--- src/rtl/packet_formatter_if.sv ---
// Formatter-side bundle: arbiter handshake plus the downstream burst bus.
// The formatter drives it through the master modport; its environment uses slave.
interface packet_formatter_if #(
    parameter int DW = 32
);
    logic          f2a_id_req_o;
    logic          f2a_ack_o;
    logic          a2f_val_i;
    logic [1:0]    a2f_id_i;
    logic [DW-1:0] a2f_data_i;
    logic [2:0]    a2f_pkglen_sel_i;
    logic          fmt_req_o;
    logic          fmt_grant_i;
    logic [1:0]    fmt_chid_o;
    logic [5:0]    fmt_length_o;
    logic [DW-1:0] fmt_data_o;
    logic          fmt_start_o;
    logic          fmt_end_o;

    modport master (
        output f2a_id_req_o, f2a_ack_o,
        input  a2f_val_i, a2f_id_i, a2f_data_i, a2f_pkglen_sel_i,
        output fmt_req_o,
        input  fmt_grant_i,
        output fmt_chid_o, fmt_length_o, fmt_data_o, fmt_start_o, fmt_end_o
    );

    modport slave (
        input  f2a_id_req_o, f2a_ack_o,
        output a2f_val_i, a2f_id_i, a2f_data_i, a2f_pkglen_sel_i,
        input  fmt_req_o,
        output fmt_grant_i,
        input  fmt_chid_o, fmt_length_o, fmt_data_o, fmt_start_o, fmt_end_o
    );
endinterface

--- src/rtl/packet_formatter.sv ---
// Store-and-forward packet formatter: pulls one packet from the channel arbiter,
// buffers it, then replays it downstream as a single framed burst.
module packet_formatter #(
    parameter int DW    = 32,
    parameter int DEPTH = 32
) (
    input  logic               clk_i,
    input  logic               rstn_i,
    packet_formatter_if.master bus
);
    localparam int AW = $clog2(DEPTH);

    typedef enum logic [2:0] {IDLE, REQ, LOAD, WAIT_GRANT, SEND} state_t;

    state_t        state;
    state_t        state_nxt;
    logic [5:0]    wr_cnt;
    logic [5:0]    rd_cnt;
    logic [5:0]    len;
    logic [1:0]    chid;
    logic          wr_en;
    logic [AW-1:0] wr_idx;
    logic [AW-1:0] rd_idx;
    logic [DW-1:0] pkt_buf [DEPTH];

    function automatic logic [5:0] decode_len(input logic [2:0] sel);
        case (sel)
            3'd0:    decode_len = 6'd4;
            3'd1:    decode_len = 6'd8;
            3'd2:    decode_len = 6'd16;
            default: decode_len = 6'd32;
        endcase
    endfunction

    always_ff @(posedge clk_i or negedge rstn_i) begin
        if (!rstn_i) state <= IDLE;
        else         state <= state_nxt;
    end

    always_comb begin
        state_nxt = state;
        case (state)
            IDLE:       state_nxt = REQ;
            REQ:        if (bus.a2f_val_i) state_nxt = LOAD;
            LOAD:       if (bus.a2f_val_i && (wr_cnt == len - 6'd1)) state_nxt = WAIT_GRANT;
            WAIT_GRANT: if (bus.fmt_grant_i) state_nxt = SEND;
            SEND:       if (rd_cnt == len - 6'd1) state_nxt = IDLE;
            default:    state_nxt = IDLE;
        endcase
    end

    always_comb begin
        bus.f2a_id_req_o = 1'b0;
        bus.f2a_ack_o    = 1'b0;
        bus.fmt_req_o    = 1'b0;
        bus.fmt_data_o   = '0;
        bus.fmt_start_o  = 1'b0;
        bus.fmt_end_o    = 1'b0;
        case (state)
            REQ: begin
                bus.f2a_id_req_o = 1'b1;
                bus.f2a_ack_o    = bus.a2f_val_i;
            end
            LOAD:       bus.f2a_ack_o = bus.a2f_val_i;
            WAIT_GRANT: bus.fmt_req_o = 1'b1;
            SEND: begin
                bus.fmt_data_o  = pkt_buf[rd_idx];
                bus.fmt_start_o = (rd_cnt == 6'd0);
                bus.fmt_end_o   = (rd_cnt == len - 6'd1);
            end
            default: ;
        endcase
    end

    // Id and length are captured only with the first word; later changes are ignored.
    always_ff @(posedge clk_i or negedge rstn_i) begin
        if (!rstn_i) begin
            wr_cnt <= 6'd0;
            rd_cnt <= 6'd0;
            len    <= 6'd0;
            chid   <= 2'd0;
        end else begin
            case (state)
                REQ: if (bus.a2f_val_i) begin
                    wr_cnt <= 6'd1;
                    len    <= decode_len(bus.a2f_pkglen_sel_i);
                    chid   <= bus.a2f_id_i;
                end
                LOAD:       if (bus.a2f_val_i) wr_cnt <= wr_cnt + 6'd1;
                WAIT_GRANT: if (bus.fmt_grant_i) rd_cnt <= 6'd0;
                SEND:       rd_cnt <= rd_cnt + 6'd1;
                default: ;
            endcase
        end
    end

    assign wr_en  = ((state == REQ) || (state == LOAD)) && bus.a2f_val_i;
    assign wr_idx = (state == REQ) ? '0 : AW'(wr_cnt);
    assign rd_idx = AW'(rd_cnt);

    // Packet storage carries no reset; contents are only read after being written.
    always_ff @(posedge clk_i) begin
        if (wr_en) pkt_buf[wr_idx] <= bus.a2f_data_i;
    end

    assign bus.fmt_chid_o   = chid;
    assign bus.fmt_length_o = len;
endmodule

--- src/flat_wrapper.sv ---
// flat-port wrapper written by rule: the top's interface ports become plain ports
module packet_formatter_flat 
#(
    parameter int DW    = 32,
    parameter int DEPTH = 32
)
  (clk_i, rstn_i, bus_f2a_id_req_o, bus_f2a_ack_o, bus_a2f_val_i, bus_a2f_id_i, bus_a2f_data_i, bus_a2f_pkglen_sel_i, bus_fmt_req_o, bus_fmt_grant_i, bus_fmt_chid_o, bus_fmt_length_o, bus_fmt_data_o, bus_fmt_start_o, bus_fmt_end_o);
  packet_formatter_if #(.DW(DW)) bus_i ();
  input  logic clk_i;
  input  logic rstn_i;
  output wire logic [$bits(bus_i.f2a_id_req_o)-1:0] bus_f2a_id_req_o;
  output wire logic [$bits(bus_i.f2a_ack_o)-1:0] bus_f2a_ack_o;
  input wire logic [$bits(bus_i.a2f_val_i)-1:0] bus_a2f_val_i;
  input wire logic [$bits(bus_i.a2f_id_i)-1:0] bus_a2f_id_i;
  input wire logic [$bits(bus_i.a2f_data_i)-1:0] bus_a2f_data_i;
  input wire logic [$bits(bus_i.a2f_pkglen_sel_i)-1:0] bus_a2f_pkglen_sel_i;
  output wire logic [$bits(bus_i.fmt_req_o)-1:0] bus_fmt_req_o;
  input wire logic [$bits(bus_i.fmt_grant_i)-1:0] bus_fmt_grant_i;
  output wire logic [$bits(bus_i.fmt_chid_o)-1:0] bus_fmt_chid_o;
  output wire logic [$bits(bus_i.fmt_length_o)-1:0] bus_fmt_length_o;
  output wire logic [$bits(bus_i.fmt_data_o)-1:0] bus_fmt_data_o;
  output wire logic [$bits(bus_i.fmt_start_o)-1:0] bus_fmt_start_o;
  output wire logic [$bits(bus_i.fmt_end_o)-1:0] bus_fmt_end_o;
  assign bus_f2a_id_req_o = bus_i.f2a_id_req_o;
  assign bus_f2a_ack_o = bus_i.f2a_ack_o;
  assign bus_i.a2f_val_i = bus_a2f_val_i;
  assign bus_i.a2f_id_i = bus_a2f_id_i;
  assign bus_i.a2f_data_i = bus_a2f_data_i;
  assign bus_i.a2f_pkglen_sel_i = bus_a2f_pkglen_sel_i;
  assign bus_fmt_req_o = bus_i.fmt_req_o;
  assign bus_i.fmt_grant_i = bus_fmt_grant_i;
  assign bus_fmt_chid_o = bus_i.fmt_chid_o;
  assign bus_fmt_length_o = bus_i.fmt_length_o;
  assign bus_fmt_data_o = bus_i.fmt_data_o;
  assign bus_fmt_start_o = bus_i.fmt_start_o;
  assign bus_fmt_end_o = bus_i.fmt_end_o;
  packet_formatter #(.DW(DW), .DEPTH(DEPTH)) u_core (.clk_i(clk_i), .rstn_i(rstn_i), .bus(bus_i));
endmodule
--- config.mk ---
export PLATFORM = sky130hd
export DESIGN_NAME = packet_formatter_flat
export DESIGN_NICKNAME = d
export VERILOG_FILES = /design/src/rtl/packet_formatter_if.sv /design/src/rtl/packet_formatter.sv /design/src/flat_wrapper.sv
export SDC_FILE = /design/constraint.sdc
export NUM_CORES = 1
export LEC_CHECK = 0
export ABC_AREA = 0
export ABC_CLOCK_PERIOD_IN_PS = 5120
export CORE_ASPECT_RATIO = 0.7
export CORE_UTILIZATION = 40
export DETAILED_ROUTE_END_ITERATION = 16
export PLACE_DENSITY = 0.65
export SETUP_SLACK_MARGIN = 0.2
export SYNTH_ARGS = -nofsm -noshare
export SYNTH_HDL_FRONTEND = slang
export SYNTH_SLANG_ARGS = --single-unit
--- constraint.sdc ---
create_clock -name clk_i -period 5.12 [get_ports clk_i]
set_clock_uncertainty 0.15 [all_clocks]
set_input_delay 1.536 -clock clk_i [delete_from_list [all_inputs] [get_ports clk_i]]
set_output_delay 1.536 -clock clk_i [all_outputs]
set_load 0.02 [all_outputs]
* Word-level counts from Yosys, hierarchy flattened
Memories as Yosys holds them, arrays and structs flattened.
Index checks and enable logic that the tools add are counted.
** Word-level totals
- Memories :: 1
- Bits in writable memories :: 1024
- Bits in registers :: 23
- Input bits :: 41
- Output and inout port bits :: 45
- Word-level logic and storage cells :: 55
** Memory list
- u_core.pkt_buf :: depth 32, bits a word 32, rd ports 1, clocked after Yosys merged registers in 0, wr ports 1, line packet_formatter.sv:24 : logic [DW-1:0] pkt_buf [DEPTH];
** Cells by class
- Reduce and logical (&&, ||, !) cells :: 13
- Muxes and demuxes :: 20
- Eq/ne operators :: 13
- $add $sub $neg :: 3
** Operator list (number)
- $mux 32 :: 1
- $pmux 6 s2 :: 2
- $mux 6 :: 3
- $pmux 6 s3 :: 1
- $pmux 3 s5 :: 1
- $add 6x1->6 const B :: 2
- $eq 6x6->1 :: 2
- $mux 3 :: 4
- $eq 3x2->1 const B :: 3
- $mux 1 :: 7
- $eq 3x1->1 const B :: 2
- $logic_not 3->1 :: 2
- $logic_not 6->1 :: 1
- $ne 2x2->1 const B :: 3
- $sub 6x1->6 const B :: 1
- $mux 5 :: 1
- $ne 2x1->1 const B :: 2
- $reduce_and 2->1 :: 2
- $reduce_and 4->1 :: 1
- $reduce_bool 2->1 :: 2
- $eq 3x3->1 const B :: 1
- $reduce_and 3->1 :: 1
- $logic_and 1x1->1 :: 2
- $reduce_or 2->1 :: 1
- $logic_or 1x1->1 :: 1

* Logic depth before layout (Yosys ltp)
Gate-level depths: netlist of run 1.
- Depth in word-level cells :: 5
- Gate-level depth with buffers :: 8
- Mapped depth without buffers :: 6

* Worst setup path before layout of run 1
OpenSTA, ideal clock, no wires.
- Path type :: input -> register
- From :: in bus_a2f_val_i
- To :: mem u_core.pkt_buf[12][0] (enable)
- Stages :: 4
- Buffers on the path :: 0
- Required time :: 4.549 ns
- Slack :: 0.855 ns
- Setup time :: 0.421 ns
- Arrival time :: 3.694 ns
- Path through :: nand2b_1 -> nor2_1 -> o21ai_1 -> nor2_1
** On the way
- Word-level cells in the longest chain between the ends :: 3
** RTL lines
- from (decl) :: line flat_wrapper.sv:13 : input wire logic [$bits(bus_i.a2f_val_i)-1:0] bus_a2f_val_i;
- $logic_and 1x1->1 :: line packet_formatter.sv:97 : assign wr_en = ((state == REQ) || (state == LOAD)) && bus.a2f_val_i;
- $mux 1 :: line packet_formatter.sv:103 : if (wr_en) pkt_buf[wr_idx] <= bus.a2f_data_i;
- $mux 1 (implied by the code) :: line packet_formatter.sv:103
- to (decl) :: line packet_formatter.sv:24
Every way passes these cells.

* Final worst setup path of run 1
- From :: reg u_core.state[0]
- To :: out bus_fmt_data_o[30]
** On the way
- Word-level cells in the longest chain between the ends :: 2
** RTL lines
- from (decl) :: line packet_formatter.sv:15 : state_t state;
- from (signal assigned) :: line packet_formatter.sv:37 : else state <= state_nxt;
- $eq 3x3->1 :: line packet_formatter.sv:59 : case (state)
- $mux 32 :: line packet_formatter.sv:59
- to (decl) :: line flat_wrapper.sv:21 : output wire logic [$bits(bus_i.fmt_data_o)-1:0] bus_fmt_data_o;
Every way passes these cells.

==> results of run 1 <==
==> cell families after synthesis <==
logic type	Yosys count	share of synthesized area (%)
other	1	0.00927
AOI/OAI and AO/OA	54	0.829
muxes	321	15.9
xor gates and xnor gates	15	0.359
buffers and inverters	117	1.54
and+or+nand+nor	311	3.99
adders and majority gates	4	0.124
DFF	1045	77.3
==> state kept, by name, summed over array words and instances (netlist names) <==
signal / cells
u_core.bus.fmt_chid_o: 2
u_core.bus.fmt_length_o: 4
u_core.pkt_buf: 1024
u_core.rd_cnt: 6
u_core.state: 3
u_core.wr_cnt: 6
==> report_power, final <==
part | internal (mW) | total (mW) | switching (mW)
Sequential | 9.62 | 9.73 | 0.111
Combinational | 1.54 | 3.29 | 1.75
Clock | 3.49 | 6.58 | 3.09
==> through the flow <==
step / area (um2) / total power [mW]
after CTS: 47000 / 19.7
after detailed placement: 43700 / 12.9
after global routing: 47100 / 20.2
final: 47100 / 19.6
after global placement: 43700 / 12.9
after floorplan: 40500 / 11.9
==> critical path: cells and delay by family (launching register included) <==
| family | cells | cell delay (ps) |
|---|---|---|
| buffers and inverters | 4 | 1230 |
| and+or+nand+nor | 4 | 860 |
| DFF | 1 | 380 |
==> timing repair <==
item / in CTS / in global routing
cloned: 8 / 1
setup endpoints to repair: 32 / 11
buffers inserted: 16 / 0
resized for setup: 43 / 17
hold buffers: 0 / 0
pin swaps: 3 / 0
endpoints found under the hold margin: 0 / 0
==> per-layer routing <==
| layer | wire length (um) | vias up |
|---|---|---|
| met5 | 0 | - |
| met3 | 9610 | 141 |
| met2 | 47700 | 1076 |
| met1 | 43400 | 10851 |
| met4 | 2320 | 0 |
| li1 | - | 8205 |
==> worst paths after layout <==
kind | endpoint | cells past startpoint | slack, ps
max | bus_fmt_data_o[30] | 8 | 270
min in group asynchronous | u_core.wr_cnt[3] | 1 | 1250
min | u_core.bus.fmt_chid_o[0] | 2 | 340
min reg2reg | u_core.bus.fmt_chid_o[0] | 2 | 340
max reg2reg | u_core.pkt_buf[21][13] | 6 | 2050
max in group asynchronous | u_core.rd_cnt[3] | 1 | 2870
==> layout make-up <==
cell class,count,share of cell area [%]
flip-flops and latches,1045,66.4
multi-input cells,707,18.9
clock buffers,110,5.21
repair buffers,201,5.12
well taps,1336,3.55
clock inverters,59,0.770
inverters,6,0.0584
==> layout by cell type, fill, tap and decap left out, types with 14 or more instances in the layout <==
cell type	synthesis	routed
or2_1	32	31
dlygate4sd2_1	0	25
o22ai_1	32	30
buf_12	0	24
edfxtp_1	1024	1024
buf_4	3	71
clkinv_1	0	25
clkinv_2	0	21
nor2_1	47	15
nand4_1	33	33
clkbuf_16	0	97
dfrtp_1	21	18
clkdlybuf4s50_1	0	51
nand3_1	135	134
nor2_4	0	32
mux2i_1	65	63
mux4_2	256	256
nand2_1	31	31
clkbuf_1	31	14
==> impl_metrics.py, run 1 <==
metrics = {
    "run_status": {
        "status": "complete, no violations",
    },
    "power": {
        "power_density_nw_per_um2": 416,
        "ir_drop_uv": 315,
        "p_leak_nw": 14.9,
    },
    "global_route": {
        "grt_pass1_wl_mm": 146,
        "grt_max_degree": 65,
        "grt_pass1_vias": 20229,
        "use_met3_pct": 5.10,
        "grt-busiest-layer": "met2",
        "grt_usage_pct": 20.2,
        "antenna_found_initial": 4,
        "grtUsageMet1_pct": 28.6,
        "overflow": 0,
        "grt_use_met2_pct": 31.4,
    },
    "sta": {
        "slew_violations": 0,
        "setup_violations": 0,
        "max_freq_mhz": 206,
        "finalHoldViolCount": 0,
        "fin_crit_sh_pct": 94.7,
        "whs_ps": 338,
        "fin_ws_ps": 269,
        "worst_slew_pin_slew_ps": 1220,
        "max_slew_margin_pct": 18.2,
        "period_needed_ps": 4850,
        "fin_setup_tns_ps": 0,
        "rsz0062_at_grt": "true",
    },
    "yosys": {
        "yosysMostFrequentCell": "edfxtp_1",
        "synth_area_um2": 40500,
        "synth.largest_area_cell": "edfxtp_1",
        "synth_edf_count": 1024,
        "synth_top_area_share_pct": 76.0,
        "yosysSeqAreaShare_pct": 77.3,
        "yosys-top-cells-count": "1024 x edfxtp_1, 256 x mux4_2, 135 x nand3_1",
        "synth_seq_cells": 1045,
        "synthArstFlopShare_pct": 2.01,
        "synth_area_leaders": "edfxtp_1 76%, mux4_2 14%, nand3_1 1.7%",
        "synthCells": 1868,
        "yosys_warnings": 0,
        "avgSynthCellArea_um2": 21.7,
        "ys_types": 49,
        "synthFlopType": "edfxtp_1",
    },
    "placed_design": {
        "place_ws_ps": 394,
        "place_inst": 3270,
        "dp_hpwl_mm": 52.5,
        "gp_congestion": 0.779,
        "io_buffers": 83,
    },
    "routing": {
        "via_count": 20273,
        "drc_errors": 0,
        "via_per_inst": 5.85,
        "drt_iter0_markers": 2333,
        "routedWlPerCell_um": 29.7,
        "drtPass1Iterations": 5,
        "antenna_left": 0,
        "wl_mm": 103,
    },
    "job": {
        "drv_cap": 0,
    },
    "die": {
        "row_count": 97,
        "dieArea_um2": 102000,
        "die_h_um": 268,
        "pin_count": 86,
        "initial_core_util_pct": 40.4,
        "die_w_um": 382,
        "coreArea_um2": 100000,
    },
    "cells_and_area": {
        "utilization_pct": 47.1,
        "regArea_um2": 31300,
        "nets": 2101,
        "drive_above_1_share_pct": 26.2,
        "area_growth_syn_to_layout_pct": 16.4,
        "num_antenna_cells": 0,
        "nFillCells": 8109,
        "multi_input_area_um2": 8900,
        "stdcell_count": 3464,
    },
    "setup_path": {
        "crit_path_end_kind": "primary output",
        "startpoint_type": "flop",
        "startpoint": "u_core.state[0]",
        "crit_type": "flop to primary output",
        "arrival_ps": 3170,
        "critPathMaxFanout": 32,
        "crit_top_cell": "buf_4",
        "worstPathRequired_ps": 3430,
        "crit_path_cell_trace": "buf_4 -> nor4bb_4 -> buf_4 -> bufbuf_16 -> nand3_1 -> nand4_1 -> or2_1 -> dlygate4sd2_1",
        "worst_r2r_startpoint": "u_core.state[2]",
        "slowest_delay_ps": 420,
        "cpMaxStageDelayCell": "dlygate4sd2_1",
    },
    "clocking": {
        "clockBufferDepth": 3,
        "clock_latency_ps": 670,
        "numCtsBuffers": 95,
        "cts_sinks": 1045,
        "clkTransAtPathRegs_ps": 60,
        "cts_tree": "done",
        "cts-htree-levels": 3,
        "ctsRootBufferMaster": "clkbuf_16",
    },
    "hold_path": {
        "hold_path.startpoint": "u_core.bus.fmt_chid_o[0]",
        "hp-class": "flop to flop",
    },
}
Note: power is estimated with default switching activity, not from simulation.
==> inputs of run 2 (changes only) <==
--- a/config.mk
+++ b/config.mk
@@ -7,11 +7,12 @@
 export LEC_CHECK = 0
 export ABC_AREA = 0
 export ABC_CLOCK_PERIOD_IN_PS = 5120
-export CORE_ASPECT_RATIO = 0.7
+export CORE_ASPECT_RATIO = 0.5
 export CORE_UTILIZATION = 40
 export DETAILED_ROUTE_END_ITERATION = 16
 export PLACE_DENSITY = 0.65
 export SETUP_SLACK_MARGIN = 0.2
+export SKIP_CTS_REPAIR_TIMING = 1
 export SYNTH_ARGS = -nofsm -noshare
 export SYNTH_HDL_FRONTEND = slang
 export SYNTH_SLANG_ARGS = --single-unit
==> run 2 against run 1 <==
First-iteration DRC count up 25%. Non-clock buffer count up 34. Utilization up 0.38 points. Via count up 0.81%. Clock power up 8.8%. Flip-flop and latch count unchanged. Sequential power about the same. Die area about the same. Combinational power down 2%. Total power up 2.8%. Global-route usage down 0.76 points. Count of clock-buffer cells in the layout up 2. Critical path type unchanged. Highest routed layer unchanged.
==> impl_metrics.py, run 2 (synthesis gave the netlist of run 1 again) <==
metrics = {
    "job": {
        "drv_cap": 0,
    },
    "routing": {
        "wl_mm": 103,
        "antenna_left": 0,
        "via_count": 20438,
        "via_per_inst": 5.83,
        "routedWlPerCell_um": 29.2,
        "drc_errors": 0,
        "drtPass1Iterations": 5,
        "drt_iter0_markers": 2923,
    },
    "clocking": {
        "cts_tree": "done",
        "cts_sinks": 1045,
        "clock_latency_ps": 670,
        "clockBufferDepth": 3,
        "numCtsBuffers": 94,
        "clkTransAtPathRegs_ps": 60,
        "ctsRootBufferMaster": "clkbuf_16",
        "cts-htree-levels": 3,
    },
    "cells_and_area": {
        "nFillCells": 8086,
        "layout_common_cells": "1024 x edfxtp_1, 256 x mux4_2, 134 x nand3_1, 114 x buf_4, 99 x clkbuf_16",
        "nets": 2135,
        "drive_above_1_share_pct": 27.9,
        "multi_input_area_um2": 8890,
        "mostFrequentLayoutCell": "edfxtp_1",
        "reg_top3": "u_core.pkt_buf (1024), u_core.rd_cnt (6), u_core.wr_cnt (6)",
        "largest_reg_flops": 1024,
        "area_growth_syn_to_layout_pct": 17.5,
        "regArea_um2": 31300,
        "top_register": "u_core.pkt_buf",
    },
    "die": {
        "dieArea_um2": 103000,
        "coreArea_um2": 100000,
        "die_h_um": 227,
        "die_w_um": 452,
        "pin_count": 86,
        "initial_core_util_pct": 40.4,
        "row_count": 82,
    },
    "power": {
        "fin_total_pwr_mw": 20.1,
        "ir_drop_uv": 264,
        "swShare_pct": 24.9,
        "power.switching_mw": 5.01,
        "power_density_nw_per_um2": 424,
        "combPwrFrac_pct": 16.0,
        "power_frac_seq_pct": 48.5,
        "cell_internal_pwr_mw": 15.1,
        "p_leak_nw": 15.3,
        "clkPwrFrac_pct": 35.5,
    },
    "setup_path": {
        "arrival_ps": 3300,
        "startpoint_type": "flop",
        "critPathMaxFanout": 16,
        "worst-path-buf-inv": 2,
        "slowest_delay_ps": 630,
        "critical_path.top_delay_family": "simple AND/OR/NAND/NOR gates",
        "crit_path_cell_trace": "or3b_4 -> or3_4 -> buf_4 -> o22ai_1 -> or2_1 -> clkdlybuf4s50_1",
        "cpMaxStageDelayCell": "clkdlybuf4s50_1",
        "crit_type": "flop to primary output",
        "crit_path_end_kind": "primary output",
        "worstPathRequired_ps": 3430,
    },
    "placed_design": {
        "place_ws_ps": 503,
        "io_buffers": 83,
        "dp_hpwl_mm": 54.4,
        "gp_congestion": 0.777,
    },
    "run_status": {
        "status": "complete, no violations",
    },
    "global_route": {
        "grt_max_degree": 65,
        "grt_pass1_vias": 19654,
        "overflow": 0,
        "grt_usage_pct": 19.5,
        "grt_pass1_wl_mm": 141,
        "antenna_found_initial": 9,
    },
    "sta": {
        "worst_slew_pin_slew_ps": 1140,
        "finalHoldViolCount": 0,
        "fin_crit_sh_pct": 97.4,
        "slew_violations": 0,
        "setup_violations": 0,
        "rsz0062_at_grt": "true",
        "fin_ws_ps": 135,
        "max_freq_mhz": 201,
        "max_slew_margin_pct": 24.1,
        "period_needed_ps": 4980,
    },
    "hold_path": {
        "hp-class": "flop to flop",
    },
}
==> run 2: cell count changes in the layout (fill, tap and decap cells not counted), sizes merged, moves of 3 or more <==
cell / delta
buf: +44
dlygate4sd2: -25
dlymetal6s2s: +17
clkinv: -13
bufinv: +10
bufbuf: -6
clkbuf: +3
clkdlybuf4s50: +3
==> run 2: routing by layer <==
layer  vias to the layer above  part of all wire (%)  track usage [%]
met3                       119                    10             4.68
met1                     10996                    42             28.7
met2                      1062                    46             29.8
li1                       8261                     -                -
met4                         0                   1.6             3.42
met5                         -                     0                0
==> run 2: cell type report <==
type	instances	share of cell area, %
diodes	2	0.0105
multi-input cells	708	18.7
clock buffers	112	5.18
inverters	6	0.0632
well taps	1344	3.54
clock inverters	56	1.39
repair buffers	235	5.32
flip-flops and latches	1045	65.8
==> run 2: power groups by stage <==
stage	clock network, mW	logic, mW	registers (mW)
after global routing	7.57	3.42	9.77
after floorplan	0	2.01	9.89
after CTS	7.26	3.01	9.78
after global placement	0	2.98	9.95
after detailed placement	0	3.00	9.96
final	7.16	3.22	9.76
==> run 2: worst paths after layout <==
| kind | start | slack (ps) | to | depth (start not counted) |
|---|---|---|---|---|
| max | u_core.state[1] | 140 | bus_fmt_data_o[9] | 6 |
| min | u_core.bus.fmt_chid_o[0] | 320 | u_core.bus.fmt_chid_o[0] | 2 |
| max reg2reg | u_core.state[2] | 2120 | u_core.pkt_buf[5][20] | 6 |
| min reg2reg | u_core.bus.fmt_chid_o[0] | 320 | u_core.bus.fmt_chid_o[0] | 2 |
| max in group asynchronous | rstn_i | 2790 | u_core.rd_cnt[3] | 1 |
| min in group asynchronous | rstn_i | 1270 | u_core.bus.fmt_chid_o[1] | 1 |
==> run 2: stage by stage <==
| stage | instance area (um2) | cells | utilization (%) | setup TNS [ps] | hold slack, ps |
|---|---|---|---|---|---|
| final | 47500 | 3508 | 47.4 | 0 | 323 |
| after global routing | 47500 | 3508 | 47.4 | 0 | 353 |
| after CTS | 47000 | 3464 | 46.9 | -3710 | 328 |
| after detailed placement | 43900 | 3296 | 43.8 | 0 | 313 |
| after global placement | 43900 | 3296 | 43.8 | 0 | 308 |
| after floorplan | 40500 | 1869 | - | 0 | 344 |
==> run 2: worst reg2reg max path, cell delays in order, from the launching register on <==
cell      delay [ps]
dfrtp_1          370
buf_4            180
nand2b_1         160
buf_4            160
or4_1            900
nor2_4           260
buf_4            440
